<file path="src/rtl/alu_cmd_pkg.sv">
// Shared command layout and issuer state encoding for the ALU command path.
// Latency: none (types and constants only).
// Backpressure: not applicable.
package alu_cmd_pkg;

   localparam int CMD_W  = 12;
   localparam int OP_MSB = 11;
   localparam int OP_LSB = 9;
   localparam int A1_MSB = 8;
   localparam int A1_LSB = 6;
   localparam int A2_MSB = 5;
   localparam int A2_LSB = 3;
   localparam int A3_MSB = 2;
   localparam int A3_LSB = 0;

   localparam logic [2:0] OP_CAS = 3'b111;

   typedef enum logic [1:0] {
      IDLE  = 2'd0,
      SETUP = 2'd1,
      ISSUE = 2'd2,
      WAIT  = 2'd3
   } issuer_state_t;

   // True when the command carries the compare-and-swap opcode.
   function automatic logic is_cas(input logic [CMD_W-1:0] cmd);
      return cmd[OP_MSB:OP_LSB] == OP_CAS;
   endfunction

endpackage

</file>
<file path="src/rtl/cmd_fifo.sv">
// DEPTH x CMD_W synchronous FIFO with flush; head is visible combinationally.
// Latency: a push is poppable on the next cycle; count updates on the push/pop edge.
// Backpressure: pushes while full and pops while empty are dropped; flush beats push.
module cmd_fifo
   import alu_cmd_pkg::*;
#(
   parameter int DEPTH = 8
) (
   input  logic                     clk,
   input  logic                     rst_n,
   input  logic                     push_i,
   input  logic [CMD_W-1:0]         push_dat_i,
   input  logic                     pop_i,
   input  logic                     flush_i,
   output logic [CMD_W-1:0]         head_dat_o,
   output logic [$clog2(DEPTH):0]   count_o,
   output logic                     full_o,
   output logic                     empty_o
);

   localparam int AW = $clog2(DEPTH);

   logic [CMD_W-1:0] mem_q [DEPTH];
   logic [AW-1:0]    wr_ptr_q, wr_ptr_d;
   logic [AW-1:0]    rd_ptr_q, rd_ptr_d;
   logic [AW:0]      count_q, count_d;
   logic             do_push, do_pop;

   assign full_o     = (count_q == (AW+1)'(DEPTH));
   assign empty_o    = (count_q == '0);
   assign head_dat_o = mem_q[rd_ptr_q];
   assign count_o    = count_q;

   // Full gates the push even if a pop frees a slot this same cycle.
   assign do_push = push_i && !full_o && !flush_i;
   assign do_pop  = pop_i && !empty_o;

   // Pointer and occupancy next-state; pointers wrap naturally at DEPTH.
   always_comb begin
      wr_ptr_d = wr_ptr_q;
      rd_ptr_d = rd_ptr_q;
      count_d  = count_q;
      if (flush_i) begin
         wr_ptr_d = '0;
         rd_ptr_d = '0;
         count_d  = '0;
      end else begin
         if (do_push) wr_ptr_d = wr_ptr_q + 1'b1;
         if (do_pop)  rd_ptr_d = rd_ptr_q + 1'b1;
         case ({do_push, do_pop})
            2'b10:   count_d = count_q + 1'b1;
            2'b01:   count_d = count_q - 1'b1;
            default: count_d = count_q;
         endcase
      end
   end

   // Pointer and occupancy registers.
   always_ff @(posedge clk or negedge rst_n) begin
      if (!rst_n) begin
         wr_ptr_q <= '0;
         rd_ptr_q <= '0;
         count_q  <= '0;
      end else begin
         wr_ptr_q <= wr_ptr_d;
         rd_ptr_q <= rd_ptr_d;
         count_q  <= count_d;
      end
   end

   // Storage array; contents are meaningless until written, so no reset.
   always_ff @(posedge clk) begin
      if (do_push) mem_q[wr_ptr_q] <= push_dat_i;
   end

endmodule

</file>
<file path="src/rtl/command_issuer.sv">
// Buffers host commands and issues them one at a time to the ALU controller with a RUN pulse.
// Latency: pop -> command next cycle, syscall one cycle later; ALU ops every 4 cycles back-to-back.
// Backpressure: cmd_ready drops when the FIFO is full; ctrl_ready low holds issue in IDLE. Option: CAS_RETRY_EN.
module command_issuer
   import alu_cmd_pkg::*;
#(
   parameter int DEPTH     = 8,
   parameter int ALU_WAIT  = 1,
   parameter int CAS_WAIT  = 2,
   parameter int MAX_RETRY = 3
) (
   input  logic                     clk,
   input  logic                     rst_n,
   input  logic [CMD_W-1:0]         cmd_in,
   input  logic                     cmd_valid,
   output logic                     cmd_ready,
   input  logic                     flush,
   input  logic                     ctrl_ready,
   input  logic                     cas_ok,
   output logic [CMD_W-1:0]         command,
   output logic                     syscall,
   output logic                     busy,
   output logic [$clog2(DEPTH):0]   fifo_count,
   output logic                     cas_fail
);

   localparam int WMAX   = (ALU_WAIT > CAS_WAIT) ? ALU_WAIT : CAS_WAIT;
   localparam int WAIT_W = $clog2(WMAX + 1);

   issuer_state_t     state_q, state_d;
   logic [CMD_W-1:0]  command_q, command_d;
   logic              syscall_q, syscall_d;
   logic              cas_fail_q, cas_fail_d;
   logic [WAIT_W-1:0] wait_q, wait_d;
   logic              pop;
   logic [CMD_W-1:0]  head_dat;
   logic              fifo_full, fifo_empty;

`ifdef CAS_RETRY_EN
   localparam int RETRY_W = (MAX_RETRY < 1) ? 1 : $clog2(MAX_RETRY + 1);
   logic [RETRY_W-1:0] retry_q, retry_d;
`endif

   cmd_fifo #(.DEPTH(DEPTH)) u_fifo (
      .clk        (clk),
      .rst_n      (rst_n),
      .push_i     (cmd_valid),
      .push_dat_i (cmd_in),
      .pop_i      (pop),
      .flush_i    (flush),
      .head_dat_o (head_dat),
      .count_o    (fifo_count),
      .full_o     (fifo_full),
      .empty_o    (fifo_empty)
   );

   assign cmd_ready = !fifo_full;
   assign command   = command_q;
   assign syscall   = syscall_q;
   assign cas_fail  = cas_fail_q;
   assign busy      = (state_q != IDLE);

   // Issue sequencer: pop in IDLE, settle in SETUP, pulse in ISSUE, hold off in WAIT.
   always_comb begin
      state_d    = state_q;
      command_d  = command_q;
      syscall_d  = 1'b0;
      cas_fail_d = 1'b0;
      wait_d     = wait_q;
      pop        = 1'b0;
`ifdef CAS_RETRY_EN
      retry_d    = retry_q;
`endif
      case (state_q)
         IDLE: begin
            if (!fifo_empty && ctrl_ready) begin
               pop       = 1'b1;
               command_d = head_dat;
               state_d   = SETUP;
`ifdef CAS_RETRY_EN
               retry_d   = '0;
`endif
            end
         end
         SETUP: begin
            // syscall is registered, so raising it here makes it high during ISSUE.
            syscall_d = 1'b1;
            state_d   = ISSUE;
         end
         ISSUE: begin
            wait_d  = is_cas(command_q) ? WAIT_W'(CAS_WAIT) : WAIT_W'(ALU_WAIT);
            state_d = WAIT;
         end
         WAIT: begin
            if (wait_q <= WAIT_W'(1)) begin
               wait_d  = '0;
               state_d = IDLE;
               if (is_cas(command_q) && !cas_ok) begin
`ifdef CAS_RETRY_EN
                  if (retry_q < RETRY_W'(MAX_RETRY)) begin
                     retry_d = retry_q + 1'b1;
                     state_d = SETUP;
                  end else begin
                     cas_fail_d = 1'b1;
                  end
`else
                  cas_fail_d = 1'b1;
`endif
               end
            end else begin
               wait_d = wait_q - 1'b1;
            end
         end
         default: state_d = IDLE;
      endcase
   end

   // Sequencer registers; reset drops any in-flight pulse at once.
   always_ff @(posedge clk or negedge rst_n) begin
      if (!rst_n) begin
         state_q    <= IDLE;
         command_q  <= '0;
         syscall_q  <= 1'b0;
         cas_fail_q <= 1'b0;
         wait_q     <= '0;
      end else begin
         state_q    <= state_d;
         command_q  <= command_d;
         syscall_q  <= syscall_d;
         cas_fail_q <= cas_fail_d;
         wait_q     <= wait_d;
      end
   end

`ifdef CAS_RETRY_EN
   // CAS re-issue counter, cleared whenever a fresh command is popped.
   always_ff @(posedge clk or negedge rst_n) begin
      if (!rst_n) retry_q <= '0;
      else        retry_q <= retry_d;
   end
`endif

endmodule
</file>
<file path="config.mk">
export PLATFORM = sky130hd
export DESIGN_NAME = command_issuer
export DESIGN_NICKNAME = d
export VERILOG_FILES = /design/src/rtl/alu_cmd_pkg.sv /design/src/rtl/cmd_fifo.sv /design/src/rtl/command_issuer.sv
export SDC_FILE = /design/constraint.sdc
export NUM_CORES = 1
export LEC_CHECK = 0
export BUFFER_PORTS_ARGS = -buffer_cell sky130_fd_sc_hd__buf_2
export CORE_MARGIN = 2
export CORE_UTILIZATION = 59
export DETAILED_ROUTE_END_ITERATION = 7
export GPL_TIMING_DRIVEN = 1
export PLACE_DENSITY_LB_ADDON = 0.12
export SYNTH_ARGS = -nofsm -noshare
export SYNTH_HDL_FRONTEND = slang
export SYNTH_SLANG_ARGS = --single-unit
</file>
<file path="constraint.sdc">
create_clock -name clk -period 3.4 [get_ports clk]
set_clock_uncertainty 0.05 [all_clocks]
set_input_delay 0.34 -clock clk [delete_from_list [all_inputs] [get_ports clk]]
set_output_delay 0.34 -clock clk [all_outputs]
set_load 0.1 [all_outputs]
</file>
* Word level (Yosys, flattened, before mapping)
Memories as Yosys holds them, arrays and structs flattened. A register that Yosys moved wholly into a read port is not among the register bits. Index checks and enable logic that the tools add are counted.
Word-level totals: flip-flop bits (word level) 16, latch bits 0, RAM bits 96, memory bits (read-only) 0, input port bits 18, output and inout port bits 20, word-level logic and storage cells 62, memories kept 1
Operators by class: add/sub/neg operators 5, $mul 0, divide/modulo/power cells 0, magnitude comparators 1, eq/ne operators 9, shifts and indexed selects 0, multiplexer cells 20, bitwise operators 0, reduce and logical (&&, ||, !) cells 19
Memories:
- u_fifo.mem_q | depth 8, bits a word 12, rd ports 1, clocked after memory_dff 1, wr ports 1, RTL line cmd_fifo.sv:23 | logic [CMD_W-1:0] mem_q [DEPTH];
Operators with widths (number):
- 2-to-1 mux 3 bit | 4
- 2-to-1 mux 1 bit | 8
- 2-to-1 mux 2 bit | 4
- case mux 2 bit (4 select lines) | 1
- case mux 4 bit (2 select lines) | 1
- nonzero test 2 bit | 4
- adder 3 x 1 -> 3 bit, second input constant | 2
- equality test 2 bit, second input constant | 3
- logical AND 1 bit | 5
- logical NOT 1 bit | 5
- adder 4 x 1 -> 4 bit, second input constant | 1
- equality test 2 x 1 -> 1 bit, second input constant | 2
- equality test 4 bit, second input constant | 1
- logical NOT 4 bit | 1
- 2-to-1 mux 4 bit | 1
- != test 2 bit, second input constant | 2
- case mux 2 bit (2 select lines) | 1
- AND reduction 2 bit | 2
- subtractor 4 x 1 -> 4 bit, second input constant | 1
- equality test 3 bit, second input constant | 1
- nonzero test 3 bit | 1
- less-or-equal comparator 2 x 1 -> 1 bit, second input constant | 1
- logical NOT 2 bit | 1
- subtractor 2 x 1 -> 2 bit, second input constant | 1

* Depth between registers and ports, before layout
depth after elaboration 9, depth in mapped cells 13, depth with buffers taken out 11

* Hierarchy
A second synthesis with hierarchy kept.
Unflattened totals: cell total of the unflattened synthesis 274, area total of the unflattened synthesis 5222.5 µm²
By module, submodules not included:
- cmd_fifo | instances 1, cells each 217, area an instance 4384.2 µm², sequential area each 3133.0 µm²
- command_issuer | instances 1, cells each 57, area an instance 838.3 µm², sequential area each 450.4 µm²

* Worst setup path after synthesis
Ideal clock, no wire load.
kind reg-to-reg, start register u_fifo.count_q[1], in the netlist u_fifo.count_o[1], end memory u_fifo.mem_q[0][0] (enable), setup time 396 ps, arrival 3232 ps, required time 2954 ps, slack -278 ps, cell stages (with the launch flop) 7, buffers on the path 2, period minus slack after synthesis 3678 ps, path through dfrtp_1 -> buf_6 -> or4b_1 -> clkbuf_2 -> nand2_1 -> or3_1 -> nor3_1
On the way: cells in the longest elaborated chain, start to end 6
RTL lines:
- start: declaration | RTL line cmd_fifo.sv:26 | logic [AW:0] count_q, count_d;
- start signal: assignment | RTL line cmd_fifo.sv:67 | count_q <= count_d;
- equality test 4 bit | RTL line cmd_fifo.sv:29 | assign full_o = (count_q == (AW+1)'(DEPTH));
- logical NOT 1 bit
- named net cmd_ready | RTL line command_issuer.sv:16 | output logic cmd_ready,
- logical AND 1 bit (2 in series) | RTL line cmd_fifo.sv:35 | assign do_push = push_i && !full_o && !flush_i;
- 2-to-1 mux 1 bit | RTL line cmd_fifo.sv:73 | if (do_push) mem_q[wr_ptr_q] <= push_dat_i;
- 2-to-1 mux 1 bit (not written as such) | RTL line cmd_fifo.sv:73
- end: declaration | RTL line cmd_fifo.sv:23
The timed path passes the listed nets, and every way through them passes these cells.

* Worst setup path after layout
start register u_fifo.count_q[1], in the netlist u_fifo.count_o[1], end register u_fifo.count_q[3], in the netlist u_fifo.count_o[3]
On the way: cells in the longest elaborated chain, start to end 9, elaborated cells between the ends (all ways) 17, those cells by class add/sub: 2; eq/ne: 3; mux: 4; reduce/logical: 8
RTL lines:
- logical NOT 4 bit | RTL line cmd_fifo.sv:30 | assign empty_o = (count_q == '0);
- logical NOT 1 bit | RTL line cmd_fifo.sv:36, command_issuer.sv:76
- logical AND 1 bit | RTL line command_issuer.sv:76 | if (!fifo_empty && ctrl_ready) begin
- 2-to-1 mux 1 bit | RTL line command_issuer.sv:76
- 2-to-1 mux 1 bit | RTL line command_issuer.sv:74 | case (state_q)
- logical AND 1 bit | RTL line cmd_fifo.sv:36 | assign do_pop = pop_i && !empty_o;
- equality test 2 x 1 -> 1 bit / equality test 2 bit (equally long branches) | RTL line cmd_fifo.sv:50 | case ({do_push, do_pop})
- case mux 4 bit (2 select lines) | RTL line cmd_fifo.sv:50
- 2-to-1 mux 4 bit | RTL line cmd_fifo.sv:43 | if (flush_i) begin
Several ways; a longest one is shown, not always the timed one. A chain may end at the register's enable or synchronous reset.

==> results.py <==
metrics = {
    "global_route": {
        "grt_pass1_wl_mm": 14.0,
        "track_usage_pct": 22.2,
        "grt_max_degree": 29,
        "antenna_found_initial": 0,
        "grt_remaining_overflow": 0,
        "first_global_vias": 2658,
    },
    "floorplanning": {
        "die-width_um": 95.8,
        "start_util_pct": 60.8,
        "rows": 33,
        "core-area_um2": 8180,
        "dieArea_um2": 9170,
        "io_pins": 38,
        "die_y_um": 95.8,
    },
    "synthesis": {
        "synth_compound_area_share_pct": 3.85,
        "syn_nets": 311,
        "synth.avg_cell_area_um2": 17.5,
        "yosys_register_bits": 124,
        "syn_inst": 284,
        "synth.area.mux_share_pct": 13.9,
        "synth_top_family_by_area": "multiplexers",
        "synth_cell_types": 34,
        "synth_fa_ha_area_share_pct": 2.27,
        "synth_xor_area_share_pct": 1.23,
        "yosysSeqAreaShare_pct": 72.1,
        "synthSimpleGateAreaFrac_pct": 5.06,
        "yosysWarningCount": 0,
        "syn_area_um2": 4970,
    },
    "min_path": {
        "hold_class": "in2reg",
    },
    "power": {
        "ir_drop_mv": 0.530,
        "p_leak_nw": 2.15,
        "powerDensity_nw_per_um2": 816,
    },
    "cts": {
        "cts.reportedPaths.clkPinSlew_ns": 0.06,
        "cts_hold_buf": 2,
        "cts_root_buf": "clkbuf_8",
        "cts_resized": 0,
        "clk_latency_ns": 0.52,
        "numCtsBuffers": 17,
        "htree_levels": 4,
        "cts_setup_buffers": 0,
        "clock_sinks": 124,
        "cts_tree": "built",
        "clock_path_buffers": 2,
    },
    "routing": {
        "antenna_left": 0,
        "vias": 2684,
        "drc": 0,
        "routed_via_density": 5.86,
        "dr.pass1.iters": 4,
        "drt_first_iter_violations": 118,
        "wl_per_cell_um": 20.3,
        "drt_wl_total_mm": 9.31,
    },
    "timing": {
        "setup_ws_ns": 0.716,
        "hold-worst-slack_ns": 0.0443,
        "worst_pin_slew_ns": 0.899,
        "setup-tns-final_ns": 0,
        "max_slew_margin_pct": 40.1,
        "fin_crit_ns": 2.68,
        "rsz0062_at_grt": "false",
        "drv_slew": 0,
        "final-hold-violation-count": 0,
        "fmax_mhz": 373,
        "setup_viol": 0,
        "period_share_pct": 78.9,
    },
    "final_layout": {
        "diodes": 0,
        "fillers": 510,
        "final_nets": 367,
        "area_growth_pct": 19.0,
        "final_layout_size_suffix_gt1_share_pct": 29.7,
    },
    "placement": {
        "numPortBuffers": 37,
        "gp_congestion": 0.789,
        "pre_cts_ws_ns": 0.735,
        "dp_hpwl_mm": 5.26,
    },
    "critical_path": {
        "critPathKind": "reg2reg",
        "crit_path_end_kind": "register",
        "critical_path_required_ns": 3.75,
        "cp_max_fo": 11,
        "start_kind": "register",
        "arrival_ns": 3.03,
    },
    "status": {
        "outcome": "finished, final reports clean",
    },
    "run": {
        "drv_cap": 0,
    },
}
[synth_stat cells]
| library cell | count | area share, % |
|---|---|---|
| a21oi_1 | 2 | 0.20 |
| dfrtp_1 | 28 | 14 |
| o21ai_0 | 17 | 1.7 |
| a21boi_0 | 1 | 0.15 |
| buf_6 | 1 | 0.23 |
| or3_1 | 1 | 0.13 |
| or2_2 | 1 | 0.13 |
| clkbuf_1 | 8 | 0.60 |
| a32oi_1 | 1 | 0.18 |
| a211o_1 | 1 | 0.18 |
| nor4b_1 | 1 | 0.18 |
| edfxtp_1 | 96 | 58 |
| nand3_1 | 7 | 0.70 |
| inv_1 | 5 | 0.38 |
| o22ai_1 | 1 | 0.13 |
| buf_1 | 1 | 0.075 |
| nand2b_1 | 4 | 0.50 |
| nor2_1 | 18 | 1.4 |
| a31oi_1 | 2 | 0.25 |
| mux2i_1 | 15 | 3.0 |
| or4b_1 | 1 | 0.20 |
| ha_1 | 9 | 2.3 |
| nand2_1 | 22 | 1.7 |
| clkbuf_2 | 1 | 0.10 |
| mux4_2 | 24 | 11 |
| o41ai_1 | 1 | 0.18 |
| nor3_1 | 2 | 0.20 |
| buf_2 | 2 | 0.20 |
| xor2_1 | 5 | 0.88 |
| xnor2_1 | 2 | 0.35 |
| o221ai_1 | 1 | 0.18 |
| o32ai_2 | 1 | 0.33 |
| o41a_1 | 1 | 0.23 |
| o211ai_1 | 1 | 0.15 |
[metrics by stage]
step	area (µm²)	total power (W)	util [%]	instances
3_5_place_dp	5330	0.00318	65.2	424
2_1_floorplan	4980	0.00293	-	284
4_1_cts	5910	0.00487	72.3	458
5_1_grt	5910	0.00501	72.3	458
3_3_place_gp	5330	0.00315	65.2	424
6_report	5910	0.00483	72.3	458
[per-layer routing]
metal | routed length [µm] | vias to the layer above | global-route usage [%] | part of all wire, %
met5 | 0 | - | 0 | 0
met4 | 112 | 0 | 10.1 | 1.2
met3 | 379 | 11 | 5.48 | 4.1
met2 | 4690 | 62 | 36.4 | 50
met1 | 4130 | 1394 | 28.4 | 44
li1 | - | 1217 | - | -
[cells by family after synthesis]
family,Yosys count
buf+inv,18
compound gates,30
simple gates,57
mux,39
fa+ha+maj,9
xor+xnor,7
flops,124
[placed cells by master (no fill, tap or decap), drive strengths merged]
| cell type | instances |
|---|---|
| a21oi | 2 |
| or3 | 1 |
| xnor2 | 2 |
| or4b | 1 |
| mux4 | 24 |
| edfxtp | 96 |
| a32oi | 1 |
| buf | 48 |
| ha | 9 |
| o41ai | 1 |
| nor2 | 18 |
| nand3 | 7 |
| a211o | 1 |
| clkinvlp | 4 |
| a21boi | 1 |
| inv | 8 |
| o22ai | 1 |
| nor4b | 1 |
| clkbuf | 17 |
| nor3 | 2 |
| o32ai | 1 |
| dfrtp | 28 |
| or2 | 1 |
| o21ai | 17 |
| o41a | 1 |
| mux2i | 15 |
| nand2 | 22 |
| o211ai | 1 |
| o221ai | 1 |
| bufinv | 2 |
| clkinv | 6 |
| a31oi | 2 |
| dlygate4sd3 | 2 |
| nand2b | 4 |
| xor2 | 5 |
[flip-flops by register name (all words and copies together), names as in the netlist]
| name | cells |
|---|---|
| syscall | 1 |
| u_fifo.rd_ptr_q | 3 |
| cas_fail | 1 |
| u_fifo.mem_q | 96 |
| u_fifo.count_o | 4 |
| state_q | 2 |
| wait_q | 2 |
| u_fifo.wr_ptr_q | 3 |
| command | 12 |
[report_power, final]
part           internal [W]  switching, W
sequential          0.00177      0.000113
clock               0.00104      0.000644
combinational      0.000300      0.000962
[path summary, 6_finish.rpt]
kind                            slack, ns              start                 end  depth (start not counted)
max in group asynchronous            2.48              rst_n   u_fifo.count_o[1]                          2
worst max register to register       0.72  u_fifo.count_o[1]   u_fifo.count_o[3]                         10
worst max-delay path                 0.72  u_fifo.count_o[1]   u_fifo.count_o[3]                         10
worst min-delay path                 0.04          cmd_in[8]  u_fifo.mem_q[6][8]                          1
min in group asynchronous            0.34              rst_n  u_fifo.wr_ptr_q[1]                          2
worst min register to register       0.42          wait_q[1]            cas_fail                          1
[cell type report]
class | instances | area (µm²) | area share (%)
clock buffer | 17 | 414 | 7.01
inverter | 5 | 18.8 | 0.317
sequential | 124 | 3580 | 60.6
multi-input combinational | 142 | 1320 | 22.3
clock inverter | 15 | 145 | 2.46
tap | 105 | 131 | 2.22
timing repair buffer | 50 | 300 | 5.08
[critical path: stages, from the launching register on]
cell and delay (ns):
dfrtp_2 0.48, or4b_1 0.65, nand2_1 0.22, nor2_1 0.09, nor2_1 0.17, ha_1 0.31, o21ai_0 0.11, a31oi_1 0.07
o32ai_2 0.23, xnor2_1 0.15, nor2_1 0.05
(Power assumes the default switching activity.)
